File: src/rtl/input_debouncer.sv
`default_nettype none
// ============================================================================
//  Module   : input_debouncer
//  Purpose  : Synchronises, debounces and rise-edge-detects the vehicle
//             sensor, walk button and reprogram button for the traffic
//             controller core. Three identical, independent channels.
//  Revision : 1.0 - initial release
// ============================================================================
module input_debouncer #(
    parameter int DEBOUNCE_CYCLES = 16,
    parameter int CNT_W           = 16
) (
    input  logic clk,
    input  logic Reset,
    input  logic Sensor,
    input  logic Walk_Request,
    input  logic Reprogram,
    output logic Sensor_Clean,
    output logic WR_Level,
    output logic Reprog_Level,
    output logic WR_Pulse,
    output logic Reprog_Pulse,
    output logic Sensor_Rise
);

    // Terminal count: the edge on which a persistent disagreement is accepted.
    localparam logic [CNT_W-1:0] CNT_LAST = CNT_W'(DEBOUNCE_CYCLES - 1);
    localparam logic [CNT_W-1:0] CNT_ONE  = CNT_W'(1);

    // Channel order: 0 = sensor, 1 = walk button, 2 = reprogram button.
    logic [2:0] raw_in;
    logic [2:0] level;
    logic [2:0] pulse;

    assign raw_in = {Reprogram, Walk_Request, Sensor};

    genvar ch;
    generate
        for (ch = 0; ch < 3; ch++) begin : g_ch
            logic             sync1;
            logic             sync2;
            logic             stable;
            logic             rise;
            logic [CNT_W-1:0] cnt;

            // Two-flop synchroniser for the asynchronous pin.
            always_ff @(posedge clk or posedge Reset) begin
                if (Reset) begin
                    sync1 <= 1'b0;
                    sync2 <= 1'b0;
                end else begin
                    sync1 <= raw_in[ch];
                    sync2 <= sync1;
                end
            end

            // Debounce: accept a new level only after it has persisted for
            // DEBOUNCE_CYCLES consecutive edges; any agreement restarts the count.
            always_ff @(posedge clk or posedge Reset) begin
                if (Reset) begin
                    cnt    <= '0;
                    stable <= 1'b0;
                    rise   <= 1'b0;
                end else if (sync2 == stable) begin
                    cnt  <= '0;
                    rise <= 1'b0;
                end else if (cnt == CNT_LAST) begin
                    stable <= sync2;
                    cnt    <= '0;
                    rise   <= sync2;   // pulse only when the new level is high
                end else begin
                    cnt  <= cnt + CNT_ONE;
                    rise <= 1'b0;
                end
            end

            assign level[ch] = stable;
            assign pulse[ch] = rise;
        end
    endgenerate

    assign Sensor_Clean = level[0];
    assign WR_Level     = level[1];
    assign Reprog_Level = level[2];
    assign Sensor_Rise  = pulse[0];
    assign WR_Pulse     = pulse[1];
    assign Reprog_Pulse = pulse[2];

endmodule
`default_nettype wire

File: config.mk
export PLATFORM = sky130hd
export DESIGN_NAME = input_debouncer
export DESIGN_NICKNAME = d
export VERILOG_FILES = /design/src/rtl/input_debouncer.sv
export SDC_FILE = /design/constraint.sdc
export NUM_CORES = 1
export LEC_CHECK = 0
export ABC_AREA = 1
export CORE_MARGIN = 3
export CORE_UTILIZATION = 50
export DETAILED_ROUTE_END_ITERATION = 12
export GPL_TIMING_DRIVEN = 1
export PLACE_DENSITY = 0.79
export SYNTH_ARGS = -nofsm -noshare
export SYNTH_HDL_FRONTEND = slang
export SYNTH_SLANG_ARGS = --single-unit
File: constraint.sdc
create_clock -name clk -period 2.4 [get_ports clk]
set_input_delay 0.48 -clock clk [delete_from_list [all_inputs] [get_ports clk]]
set_output_delay 0.48 -clock clk [all_outputs]
set_load 0.01 [all_outputs]
# After elaboration in Yosys (flattened, before gate mapping)
# Cells that the tools add are included.
# op_classes
addsub	3
n_eq_ne	6
muxes	12
bitwise_logic	3
n_reduce_logical	3
# op_table
cell	count
$mux 16	6
$add 16x1->16 const B	3
$eq 16x4->1 const B	3
$mux 1	6
$reduce_and 2->1	3
$eq 1x1->1	3
$not 1->1	3
# word_totals
regBits	60
output_inout_bits	6
elab_cells	42

# Longest topological paths before layout
# depth
ltp_word	3
mapped_depth	8

# Worst setup path before layout
# Ideal clock, no wire load.
# synth_timing
kind	register to register
startpoint	reg g_ch[2].cnt[0]
endpoint	reg g_ch[2].cnt[0]
setup_ps	122
arrival_ps	1116
required_time_ps	2278
setup_slack_ps	1161
stages_incl_launch_ff	7
path_buffers	0
synth_period_minus_slack_ps	1239
cell_sequence	dfrtp_1 ha_1 nand3_2 nor2_1 nand2_1 nand2_2 nor2_1
# synth_via
elab_chain_len	3
# synth_rtl
item	line	rtl
start, declared	44	logic [CNT_W-1:0] cnt;
start signal, assigned	72	cnt <= cnt + CNT_ONE;
$add 16x1->16 / $eq 16x4->1 (equally long branches)	72, 67	
$mux 16 (*)	67	end else if (cnt == CNT_LAST) begin
$mux 16 (*)	64	end else if (sync2 == stable) begin
# Mark *: on every way between the ends. The rest lies on a longest branch, timed or not.
# A chain may end at the register's enable or synchronous reset.

# Worst setup path in the final report
# layout_timing
startpoint	reg g_ch[1].stable (netlist: WR_Level)
endpoint	out WR_Level
# layout_rtl
item	line	rtl
start, declared	42	logic stable;
start signal, assigned	68	stable <= sync2;
end, declared	19	output logic WR_Level,
# No word-level cell between the ends.

==> flow_summary.json <==
{
  "cts_setup_buffers": 0,
  "io_buffers": 10,
  "setup_viol": 0,
  "setup.worst_path.end_class": "output port",
  "cellPowerDensity_nw_per_um2": 583,
  "antenna_found_initial": 0,
  "grt_max_degree": 43,
  "die_area_um2": 7150,
  "min_path_type": "flop to flop",
  "holdWs_ns": 0.349,
  "yosys.area.top_type": "dfrtp_1",
  "die_height_um": 84.6,
  "routedWlPerCell_um": 11.9,
  "finalSetupTns_ns": 0,
  "ir_drop_uv": 455,
  "ant_nets": 0,
  "cts_root_buf": "clkbuf_8",
  "layout.nets": 421,
  "overflow": 0,
  "dp_slack_ns": 0.963,
  "multi_input_area_um2": 1410,
  "via_count": 2507,
  "cts_buffer_depth": 2,
  "met3_length_um": 253,
  "core_area_um2": 5740,
  "areaGrowthSynthToFinish_pct": 13.0,
  "critPathBufInv": 1,
  "outcome": "complete, no violations",
  "wl_met2_um": 2590,
  "final_common_cell": "nor2_1",
  "n_fill_cell": 501,
  "setup_slack_ns": 0.592,
  "dr.first_iter.drc_count": 195,
  "top_layer": "met4",
  "drv_cap": 0,
  "maxSlewViolCount": 0,
  "start_util_pct": 53.7,
  "cts_sinks": 60,
  "r2r_start": "g_ch[2].cnt[0]",
  "cts_resized": 0,
  "critical_path_required_ns": 1.92,
  "path_cells": "clkdlybuf4s50_1",
  "cp_slowest_cell": "clkdlybuf4s50_1",
  "die_w_um": 84.6,
  "min_period_over_period_pct": 75.4,
  "synth_warnings": 0,
  "reg2regPathDepth": 6,
  "critical_path.max_fanout": 4,
  "gp_congestion": 0.950,
  "n_antenna_cell": 0,
  "rows": 27,
  "seq_area_um2": 1500,
  "wirelength_um": 5830,
  "final_hold_viol_count": 0,
  "crit_path_max_incr_delay_ns": 0.57,
  "synth_area_leaders": "dfrtp_1 49%, nor2_1 12%, nand2_1 11%",
  "tightest_slew_ns": 0.417,
  "drive_gt1_share_pct": 10.8,
  "grt_pass1_wl_um": 10300,
  "grt_pass1_vias": 2405,
  "cts_tree": "yes",
  "mostFrequentLayoutCells": "96 x nor2_1, 89 x nand2_1, 60 x dfrtp_1",
  "met1Wirelength_um": 2850,
  "fin_util_pct": 60.7,
  "drc": 0,
  "fmax_mhz": 553,
  "ys_seq_area_share_pct": 48.7,
  "avgSynthCellArea_um2": 7.83,
  "holdPathStages": 0,
  "cts_hold_buffers": 0,
  "synthCells": 394,
  "num_io_pins": 11,
  "cp-start-kind": "flop",
  "fin_worst_skew_ns": 0.00506,
  "yosys.cell_types.count": 21,
  "slew_headroom_pct": 72.1,
  "rsz0062_at_grt": "no",
  "clk_pin_slew_ns": 0.06,
  "numCtsBuffers": 9,
  "track_usage_pct": 18.0,
  "power_mw": 2.03,
  "synth_fp_nets": 402,
  "vias_per_cell": 5.13,
  "crit_arrival_ns": 1.33,
  "hpwl_um": 4310,
  "dr.pass1.iters": 5,
  "critPathLaunch": "WR_Level",
  "min_from": "g_ch[1].sync1",
  "total_leakage_power_nw": 1.52,
  "htreeDepth": 3,
  "cp_top_family": "buffers and inverters",
  "synth_top_area_share_pct": 48.7,
  "insertion_delay_ns": 0.34,
  "crit_type": "flop to output port",
  "crit_cells": 1,
  "regToRegSetupSlack_ns": 0.98,
  "post-route-min-period_ns": 1.81,
  "synth-seq-cells": 60,
  "netlist_area_um2": 3090
}
[cell type report]
type / instances / area share (%)
inverter: 43 / 4.63
timing repair buffer: 11 / 3.44
tap: 72 / 2.58
sequential: 60 / 43.1
clock buffer: 15 / 5.92
multi-input combinational: 288 / 40.4
[flip-flops by register name, summed over array words and instances (netlist names)]
signal and count:
g_ch.cnt 48, WR_Level 1, g_ch.sync1 3, Sensor_Rise 1
WR_Pulse 1, Reprog_Pulse 1, Reprog_Level 1, Sensor_Clean 1
g_ch.sync2 3
[synthesized netlist by cell type, drive strengths merged]
cell type and number:
a21oi 5, buf 3, dfrtp 60, ha 3, inv 43, nand2 95, nand3 25, nand4 17
nor2 108, nor3 3, nor3b 1, o21ai 8, o21bai 1, xnor2 6, xor2 16
[stage by stage]
stage | std cells | instance area, µm²
after floorplan | 394 | 3090
after global placement | 474 | 3280
after detailed placement | 474 | 3280
after CTS | 489 | 3490
after global routing | 489 | 3490
final | 489 | 3490
[per-layer routing]
| layer | vias up | global-route usage, % |
|---|---|---|
| li1 | 1280 | - |
| met1 | 1155 | 24.8 |
| met2 | 58 | 26.8 |
| met3 | 14 | 3.43 |
| met4 | 0 | 9.93 |
| met5 | - | 0 |
[final timing paths]
kind                             endpoint
min in group asynchronous  g_ch[1].cnt[8]
max in group asynchronous  g_ch[0].cnt[7]
max                              WR_Level
min                         g_ch[1].sync2
min reg2reg                 g_ch[1].sync2
max reg2reg                g_ch[2].cnt[4]
[power by group]
| part | internal, mW | switching, mW | total (mW) |
|---|---|---|---|
| sequential | 1.03 | 0.0177 | 1.05 |
| clock | 0.539 | 0.377 | 0.916 |
| combinational | 0.0242 | 0.0474 | 0.0716 |
[logic make-up after synthesis]
logic type	share of synthesized area, %
compound gates	2.47
xor+xnor	6.24
fa+ha+maj	1.22
buf+inv	5.72
flops	48.7
simple gates	35.7
Power figures use the tool's default switching activity.
